$ cat config.mk
export PLATFORM = sky130hd
export DESIGN_NAME = prefetch_queue_flat
export DESIGN_NICKNAME = d
export VERILOG_FILES = /design/src/rtl/prefetch_queue_if.sv /design/src/rtl/prefetch_queue.sv /design/src/flat_wrapper.sv
export SDC_FILE = /design/constraint.sdc
export NUM_CORES = 1
export LEC_CHECK = 0
export CAP_MARGIN = 20
export CORE_ASPECT_RATIO = 1.2
export CORE_UTILIZATION = 55
export CTS_CLUSTER_SIZE = 8
export DETAILED_ROUTE_END_ITERATION = 12
export PLACE_DENSITY = 0.88
export SYNTH_ARGS = -nofsm -noshare
export SYNTH_HDL_FRONTEND = slang
export SYNTH_SLANG_ARGS = --single-unit
$ cat constraint.sdc
create_clock -name clk -period 11.1 [get_ports clk]
set_input_delay 3.33 -clock clk [delete_from_list [all_inputs] [get_ports clk]]
set_output_delay 3.33 -clock clk [all_outputs]
set_load 0.02 [all_outputs]
$ cat src/rtl/prefetch_queue_if.sv
// Handshake bundle for prefetch_queue: fetch request, in-order memory response, redirect, decode output.
// Latency: none, wires only.
// Backpressure: carried by req_ready (memory side) and out_ready (decode side).
interface prefetch_queue_if #(
    parameter int WIDTH  = 32,
    parameter int AWIDTH = 32
);
    logic              req_valid;
    logic [AWIDTH-1:0] req_addr;
    logic              req_ready;
    logic              rsp_valid;
    logic [WIDTH-1:0]  rsp_data;
    logic              flush;
    logic [AWIDTH-1:0] flush_addr;
    logic              out_valid;
    logic [WIDTH-1:0]  out_data;
    logic [AWIDTH-1:0] out_pc;
    logic              out_ready;

    // Prefetch block's view.
    modport slave (
        output req_valid, req_addr,
        input  req_ready, rsp_valid, rsp_data, flush, flush_addr,
        output out_valid, out_data, out_pc,
        input  out_ready
    );

    // Surrounding memory/decode view.
    modport master (
        input  req_valid, req_addr,
        output req_ready, rsp_valid, rsp_data, flush, flush_addr,
        input  out_valid, out_data, out_pc,
        output out_ready
    );
endinterface

$ cat src/rtl/prefetch_queue.sv
// Instruction prefetch: sequential fetch requests, in-order responses queued with their PC, valid/ready to decode.
// Latency: rsp_valid -> out_valid 1 cycle; 0 cycles on an empty queue when built with PFQ_BYPASS_EN.
// Backpressure: a request issues only while queued + in-flight < DEPTH, so a stalled decode throttles fetch.
module prefetch_queue #(
    parameter int                WIDTH    = 32,
    parameter int                AWIDTH   = 32,
    parameter int                DEPTH    = 4,
    parameter int                INC      = 4,
    parameter logic [AWIDTH-1:0] RESET_PC = '0
) (
    input logic             clk,
    input logic             resetn,
    prefetch_queue_if.slave bus
);
    localparam int                CW      = $clog2(DEPTH + 1);
    localparam int                PW      = $clog2(DEPTH);
    localparam logic [CW:0]       CREDITS = (CW + 1)'(DEPTH);
    localparam logic [CW-1:0]     ONE     = CW'(1);
    localparam logic [PW-1:0]     PONE    = PW'(1);
    localparam logic [AWIDTH-1:0] STEP    = AWIDTH'(INC);

    // Queue storage: instruction word and the PC it was fetched from.
    logic [WIDTH-1:0]  q_data [DEPTH];
    logic [AWIDTH-1:0] q_pc   [DEPTH];
    logic [PW-1:0]     wr_ptr;
    logic [PW-1:0]     rd_ptr;

    // count: queued words; inflight: accepted requests without response;
    // drop: how many of the in-flight responses are stale from before a flush.
    logic [CW-1:0]     count;
    logic [CW-1:0]     inflight;
    logic [CW-1:0]     drop;
    logic [CW-1:0]     inflight_next;
    logic [AWIDTH-1:0] fetch_pc;
    logic [AWIDTH-1:0] rsp_pc;

    logic q_empty;
    logic req_valid_int;
    logic req_fire;
    logic rsp_keep;
    logic bypass;
    logic bypass_take;
    logic push;
    logic pop;

    assign q_empty = (count == '0);

    // Fetch credit counts both buffered words and words still owed by memory,
    // which is what guarantees the queue can never overflow.
    assign req_valid_int = resetn & ~bus.flush
                         & (({1'b0, count} + {1'b0, inflight}) < CREDITS);
    assign req_fire      = req_valid_int & bus.req_ready;

    // A response is kept only when no stale responses are still outstanding.
    assign rsp_keep = bus.rsp_valid & (drop == '0);

`ifdef PFQ_BYPASS_EN
    assign bypass = resetn & q_empty & rsp_keep & ~bus.flush;
`else
    assign bypass = 1'b0;
`endif
    assign bypass_take = bypass & bus.out_ready;

    // Flush wins over both queue write and queue read in its cycle.
    assign push = rsp_keep & ~bus.flush & ~bypass_take;
    assign pop  = ~q_empty & bus.out_ready & ~bus.flush;

    assign bus.req_valid = req_valid_int;
    assign bus.req_addr  = fetch_pc;
    assign bus.out_valid = resetn & (~q_empty | bypass);

    // Output word: head of queue, or the live response when bypassing an empty queue.
    always_comb begin
        bus.out_data = '0;
        bus.out_pc   = '0;
        if (resetn) begin
            if (!q_empty) begin
                bus.out_data = q_data[rd_ptr];
                bus.out_pc   = q_pc[rd_ptr];
            end else if (bypass) begin
                bus.out_data = bus.rsp_data;
                bus.out_pc   = rsp_pc;
            end
        end
    end

    // Outstanding request count after this cycle's request and response.
    always_comb begin
        inflight_next = inflight;
        case ({req_fire, bus.rsp_valid})
            2'b10:   inflight_next = inflight + ONE;
            2'b01:   inflight_next = inflight - ONE;
            default: inflight_next = inflight;
        endcase
    end

    // Queue payload write; no reset needed since reads are gated by count.
    always_ff @(posedge clk) begin
        if (push) begin
            q_data[wr_ptr] <= bus.rsp_data;
            q_pc[wr_ptr]   <= rsp_pc;
        end
    end

    // Queue pointers and occupancy.
    always_ff @(posedge clk) begin
        if (!resetn) begin
            wr_ptr <= '0;
            rd_ptr <= '0;
            count  <= '0;
        end else if (bus.flush) begin
            wr_ptr <= '0;
            rd_ptr <= '0;
            count  <= '0;
        end else begin
            if (push) wr_ptr <= wr_ptr + PONE;
            if (pop)  rd_ptr <= rd_ptr + PONE;
            case ({push, pop})
                2'b10:   count <= count + ONE;
                2'b01:   count <= count - ONE;
                default: count <= count;
            endcase
        end
    end

    // In-flight and stale-response bookkeeping.
    always_ff @(posedge clk) begin
        if (!resetn) begin
            inflight <= '0;
            drop     <= '0;
        end else begin
            inflight <= inflight_next;
            if (bus.flush) begin
                // Every request still owed after this cycle predates the redirect.
                drop <= inflight_next;
            end else if (bus.rsp_valid && (drop != '0)) begin
                drop <= drop - ONE;
            end
        end
    end

    // Fetch address and the PC tagged onto the next kept response.
    always_ff @(posedge clk) begin
        if (!resetn) begin
            fetch_pc <= RESET_PC;
            rsp_pc   <= RESET_PC;
        end else if (bus.flush) begin
            fetch_pc <= bus.flush_addr;
            rsp_pc   <= bus.flush_addr;
        end else begin
            if (req_fire) fetch_pc <= fetch_pc + STEP;
            if (rsp_keep) rsp_pc   <= rsp_pc + STEP;
        end
    end

    // Bookkeeping invariants: credit never exceeded, stale count bounded, no unsolicited responses.
    a_credit: assert property (@(posedge clk) disable iff (!resetn)
        ({1'b0, count} + {1'b0, inflight}) <= CREDITS);
    a_drop: assert property (@(posedge clk) disable iff (!resetn)
        drop <= inflight);
    a_rsp: assert property (@(posedge clk) disable iff (!resetn)
        bus.rsp_valid |-> (inflight != '0));

endmodule
$ cat src/flat_wrapper.sv
// flat-port wrapper written by rule: the top's interface ports become plain ports
module prefetch_queue_flat 
#(
    parameter int                WIDTH    = 32,
    parameter int                AWIDTH   = 32,
    parameter int                DEPTH    = 4,
    parameter int                INC      = 4,
    parameter logic [AWIDTH-1:0] RESET_PC = '0
)
  (clk, resetn, bus_req_valid, bus_req_addr, bus_req_ready, bus_rsp_valid, bus_rsp_data, bus_flush, bus_flush_addr, bus_out_valid, bus_out_data, bus_out_pc, bus_out_ready);
  prefetch_queue_if #(.WIDTH(WIDTH), .AWIDTH(AWIDTH)) bus_i ();
  input logic clk;
  input logic resetn;
  output wire logic [$bits(bus_i.req_valid)-1:0] bus_req_valid;
  output wire logic [$bits(bus_i.req_addr)-1:0] bus_req_addr;
  input wire logic [$bits(bus_i.req_ready)-1:0] bus_req_ready;
  input wire logic [$bits(bus_i.rsp_valid)-1:0] bus_rsp_valid;
  input wire logic [$bits(bus_i.rsp_data)-1:0] bus_rsp_data;
  input wire logic [$bits(bus_i.flush)-1:0] bus_flush;
  input wire logic [$bits(bus_i.flush_addr)-1:0] bus_flush_addr;
  output wire logic [$bits(bus_i.out_valid)-1:0] bus_out_valid;
  output wire logic [$bits(bus_i.out_data)-1:0] bus_out_data;
  output wire logic [$bits(bus_i.out_pc)-1:0] bus_out_pc;
  input wire logic [$bits(bus_i.out_ready)-1:0] bus_out_ready;
  assign bus_req_valid = bus_i.req_valid;
  assign bus_req_addr = bus_i.req_addr;
  assign bus_i.req_ready = bus_req_ready;
  assign bus_i.rsp_valid = bus_rsp_valid;
  assign bus_i.rsp_data = bus_rsp_data;
  assign bus_i.flush = bus_flush;
  assign bus_i.flush_addr = bus_flush_addr;
  assign bus_out_valid = bus_i.out_valid;
  assign bus_out_data = bus_i.out_data;
  assign bus_out_pc = bus_i.out_pc;
  assign bus_i.out_ready = bus_out_ready;
  prefetch_queue #(.WIDTH(WIDTH), .AWIDTH(AWIDTH), .DEPTH(DEPTH), .INC(INC), .RESET_PC(RESET_PC)) u_core (.clk(clk), .resetn(resetn), .bus(bus_i));
endmodule
After elaboration in Yosys (flattened, before gate mapping)
Memories as Yosys holds them, arrays and structs flattened. A register that Yosys moved wholly into a read port is not among the register bits.
Index checks and enable logic that the tools add are counted.
Cells by class
  add/sub/neg operators: 10
  magnitude comparators: 1
  equality and inequality tests: 4
  multiplexer cells: 18
  bitwise operators: 11
  reductions and logical operators: 9
Operator list (number)
  32-bit two-way mux: 8
  32-bit by 3-bit adder with 32-bit output, second input constant: 2
  3-bit one-hot mux with 2 select lines: 2
  3-bit by 1-bit subtractor with 3-bit output, second input constant: 3
  1-bit AND: 8
  2-bit two-way mux: 4
  2-bit nonzero test: 4
  3-bit by 1-bit adder with 3-bit output, second input constant: 2
  3-bit zero test: 2
  3-bit two-way mux: 2
  2-bit by 1-bit adder with 2-bit output, second input constant: 2
  3-bit by 3-bit adder with 4-bit output: 1
  2-bit by 1-bit equality test with 1-bit output, second input constant: 2
  2-bit equality test, second input constant: 2
  4-bit by 3-bit < comparator with 1-bit output, second input constant: 1
  1-bit NOT: 3
  3-bit nonzero test: 1
  1-bit two-way mux: 2
  2-bit OR reduction: 1
  1-bit logical AND: 1
Word-level totals
  flip-flop bits (word level): 77
  memory bits (writable): 256
  output and inout port bits: 98
  word-level logic and storage cells: 62
  memories: 2
Memories
  u_core.q_data: words 4, bits a word 32, read ports 1, clocked after memory_dff 1, wr ports 1, RTL line prefetch_queue.sv:23  | logic [WIDTH-1:0] q_data [DEPTH];
  u_core.q_pc: words 4, bits a word 32, read ports 1, clocked after memory_dff 1, wr ports 1, RTL line prefetch_queue.sv:24  | logic [AWIDTH-1:0] q_pc [DEPTH];

Depth between registers and ports, before layout
  depth in word-level cells: 7
  gate-level depth with buffers: 14
  gate-level depth less buffers: 11

Worst setup path before layout
No wires, ideal clock.
  path type: input-to-output
  from: input port resetn
  to: output port bus_out_data[0]
  arrival: 4.111 ns
  data required time: 7.770 ns
  path slack: 3.659 ns
  stages: 4
  buffers on the path: 2
  path through: nand2b_1 clkbuf_1 clkbuf_1 nor2b_1
Between the ends
  longest elaborated chain between the ends: 1
Ends and longest elaborated chain
  from (decl): RTL line flat_wrapper.sv:13  | input logic resetn;
  32-bit two-way mux: RTL line prefetch_queue.sv:76  | if (resetn) begin
  to (decl): RTL line flat_wrapper.sv:22  | output wire logic [$bits(bus_i.out_data)-1:0] bus_out_data;
No other way between the ends.

Worst setup path after layout
  from: input port resetn
  to: output port bus_out_data[17]
The elaborated chain is that of the path after synthesis.

==> key figures <==
Setup path
  – CP peak stage delay: between 0.6 and 0.7 ns
  – Crit path capture type: primary output
  – Cell Chain, Critical Path: clkdlybuf4s50_1, buf_4, nand2b_2, buf_12, buf_4, nor2b_1, clkdlybuf4s50_1
  – Required time of the critical path: approximately 8 ns
  – WS Path Type: in2out
  – Worst EP arrival: 5.60 ns
  – Crit Path Max Fanout: 46
  – R2r setup slk: approximately 8.3 ns
  – Critical-path top delay cell: clkdlybuf4s50_1
  – Critical Path Source Type: input pin

Placed design
  – Placed cell count: 1381
  – Pre-CTS setup slack: roughly 1.7 ns
  – Routability cong.: between 0.8 and 0.9
  – Buffers added on ports: between 150 and 200
  – DP Wirelength: 17200 µm

Synth
  – Yosys top cell area share: 55.3%
  – Asr flop ratio synth: 0%
  – Yosys top cell by area: edfxtp_1
  – Count of different cell masters after synthesis: between 50 and 60
  – Mapped Area: 13900 µm²
  – Cells after Synth: 928
  – Top FF cell, synth: edfxtp_1
  – Mean Syn Cell Area: 15.0 µm²
  – Syn_nets: roughly 1000
  – YS warnings: 0
  – Post-synthesis register bit count: 335
  – Post-synthesis sequential area ratio: 66.7%
  – Area contributors post-synth: edfxtp_1, dfxtp_1, mux4_2
  – Post-synth EDFFs: roughly 260

Timing
  – Final hold vios: 0
  – Max-slew violation count: 0
  – Setup-failing EPs final: 0
  – Max Clk Rate: ~110 MHz
  – Final min period: 8.93 ns
  – TNS Setup: 0 ns
  – Worst relative slew slack: a little over a third
  – Layout Skew: 0.0179 ns
  – Final worst slack: 2.17 ns
  – Fin crit share: around four fifths
  – Fin Hold WS: around 0.47 ns
  – Slew @ Worst Pin: 0.960 ns
  – RSZ-0062 raised after global routing: no

Clock tree
  – Clock slew at reported path FFs: roughly 0.050 ns
  – Max clock buf depth: 3
  – Num CTS Buffers: 47
  – Worst skew pair latency: ~0.53 ns
  – Cts hold-fix bufs: 0
  – Post-CTS Setup Bufs: 0
  – Root Driver: clkbuf_16
  – CTS resizes: 0
  – TritonCTS clock tree: done
  – H-Tree Level Count: 2
  – # clock sinks: 335

Detailed routing
  – DRT Wirelength: roughly 29000 µm
  – DR DRC count: 0
  – Starting DRT DRC Count: between 500 and 600
  – Vias: approximately 8400
  – DR vias/cell: 5.81
  – Antenna-violating nets left: 0
  – Wire length per cell: about 20 µm
  – DRT Pass-1 Iters: 5

Outcome
  – Outcome: complete, no violations

Pwr
  – Leak: 5.55 nW
  – Logic gate share of total power: ~6.7%
  – P_sw: 0.000610 W
  – Clock share of power: a little over two fifths
  – Worst vdd ir: roughly 0.12 mV
  – Pint: around 0.0023 W
  – Switch share: between 20% and 30%
  – Sequential share of power: about half
  – PwrDens: about 170 nW/µm²

Global routing
  – Largest net degree at the start of global routing: 73
  – Aggregate global routing overflow: 0
  – First-pass GRT wire length: ~45000 µm
  – Total GRT Usage: roughly 23%
  – Number of global-route vias before repair: 8388
  – Initial antenna violation count: 0

Hold path
  – Hold WC Path Type: reg2reg

Floorplan
  – Ports: 168
  – Row Count: 63
  – Starting Density: a little under three fifths
  – CORE AREA: about 25000 µm²
  – Die area: 25900 µm²
  – DIE WIDTH: roughly 150 µm
  – Chip height: approximately 180 µm

Layout
  – Non-Filler Instances: approximately 1400
  – Nets: around 1200
  – Layout cell share with drive strength beyond 1: approximately an eighth
  – Fillers: between 1500 and 2000
  – Area delta synth->final: 23.5%
  – Antenna Cells: 0

Flow run
  – Maxcap violations: 0
[layer usage]
| metal | GRT usage, % | routed length, µm | up-vias |
|---|---|---|---|
| met5 | 0 | 0 | - |
| met4 | 7.13 | 640 | 0 |
| met3 | 3.49 | 1840 | 48 |
| met2 | 38.6 | 14400 | 345 |
| met1 | 30.0 | 11800 | 4116 |
| li1 | - | - | 3903 |
[worst paths after layout]
check                            to  cells after the start                   start
max reg2reg          u_core.drop[2]                     12         u_core.count[1]
min          u_core.bus.req_addr[0]                      2  u_core.bus.req_addr[0]
min reg2reg  u_core.bus.req_addr[0]                      2  u_core.bus.req_addr[0]
max                bus_out_data[17]                      7                  resetn
[sequential cells by signal, summed over array words and instances, names as in the netlist, 3 cells and up, named ones only]
register             flops
u_core.q_data          128
u_core.bus.req_addr     32
u_core.q_pc            128
u_core.rsp_pc           32
u_core.count             3
u_core.inflight          3
u_core.drop              3
[cell usage after synthesis (2+ instances only)]
cell,number
dfxtp_1,79
nand3_1,22
buf_4,2
fa_1,2
clkinv_1,2
and3_1,12
nor2_1,33
or3_1,7
nand4_1,28
a211oi_1,3
nor2b_1,65
a32oi_1,2
and2_1,17
nor3_1,4
xor2_1,27
a21oi_1,53
a2bb2oi_1,3
buf_2,12
mux2_2,3
nand2_1,43
nor4_1,3
xnor2_1,15
o31ai_1,2
clkbuf_1,35
mux4_2,64
nor3_2,2
o211ai_1,2
ha_1,12
and4_1,9
or4_1,2
a311oi_1,2
o21ai_0,45
nand2b_1,2
mux2i_1,4
edfxtp_1,256
buf_1,2
a31oi_1,15
inv_1,18
[worst max-delay path: cells and delay by family]
kind / cells / cell delay [ns]
AND/OR/NAND/NOR: 2 / 0.35
buffers and inverters: 5 / 1.87
[layout by cell type (no fill, tap or decap), types with 7 or more instances in the layout]
| cell type | n |
|---|---|
| a21oi_1 | 53 |
| a31oi_1 | 15 |
| and2_1 | 17 |
| and3_1 | 8 |
| and4_1 | 9 |
| buf_4 | 13 |
| clkbuf_1 | 15 |
| clkbuf_16 | 48 |
| clkdlybuf4s50_1 | 167 |
| dfxtp_1 | 77 |
| edfxtp_1 | 256 |
| ha_1 | 12 |
| inv_1 | 18 |
| mux4_2 | 64 |
| nand2_1 | 43 |
| nand3_1 | 22 |
| nand4_1 | 28 |
| nor2_1 | 33 |
| nor2b_1 | 65 |
| o21ai_0 | 45 |
| or3_1 | 7 |
| xnor2_1 | 15 |
| xor2_1 | 27 |
[layout make-up]
class / count / area, µm² / area share, %
Timing Repair Buffer: 181 / 1790 / 10.4
Clock buffer: 63 / 1260 / 7.33
Multi-Input combinational cell: 520 / 4330 / 25.2
Inverter: 21 / 78.8 / 0.459
Tap cell: 325 / 407 / 2.37
Clock inverter: 2 / 25.0 / 0.146
Sequential cell: 335 / 9270 / 54.1
[cell families after synthesis]
logic type / share of synthesized area, %
muxes: 10.9
DFF: 66.7
and+or+nand+nor: 10.7
buffers and inverters: 2.19
AOI/OAI and AO/OA: 5.44
adders and majority gates: 1.37
xor gates and xnor gates: 2.65
[power by group through the flow]
stage / sequential [W] / combinational [W] / clock [W]
6_report: 0.00143 / 0.000192 / 0.00125
5_1_grt: 0.00144 / 0.000209 / 0.00132
4_1_cts: 0.00143 / 0.000193 / 0.00127
3_5_place_dp: 0.00146 / 0.000191 / 0
3_3_place_gp: 0.00145 / 0.000187 / 0
2_1_floorplan: 0.00145 / 0.000104 / 0
[per-stage QoR]
stage	power, W	cell area, µm²	utilization (%)
6_report	0.00287	17200	69.3
5_1_grt	0.00297	17200	69.3
4_1_cts	0.00290	17100	69.2
3_5_place_dp	0.00165	15900	64.1
3_3_place_gp	0.00164	15900	64.1
2_1_floorplan	0.00156	13900	-
No activity file was read; power rests on OpenSTA's default activity.
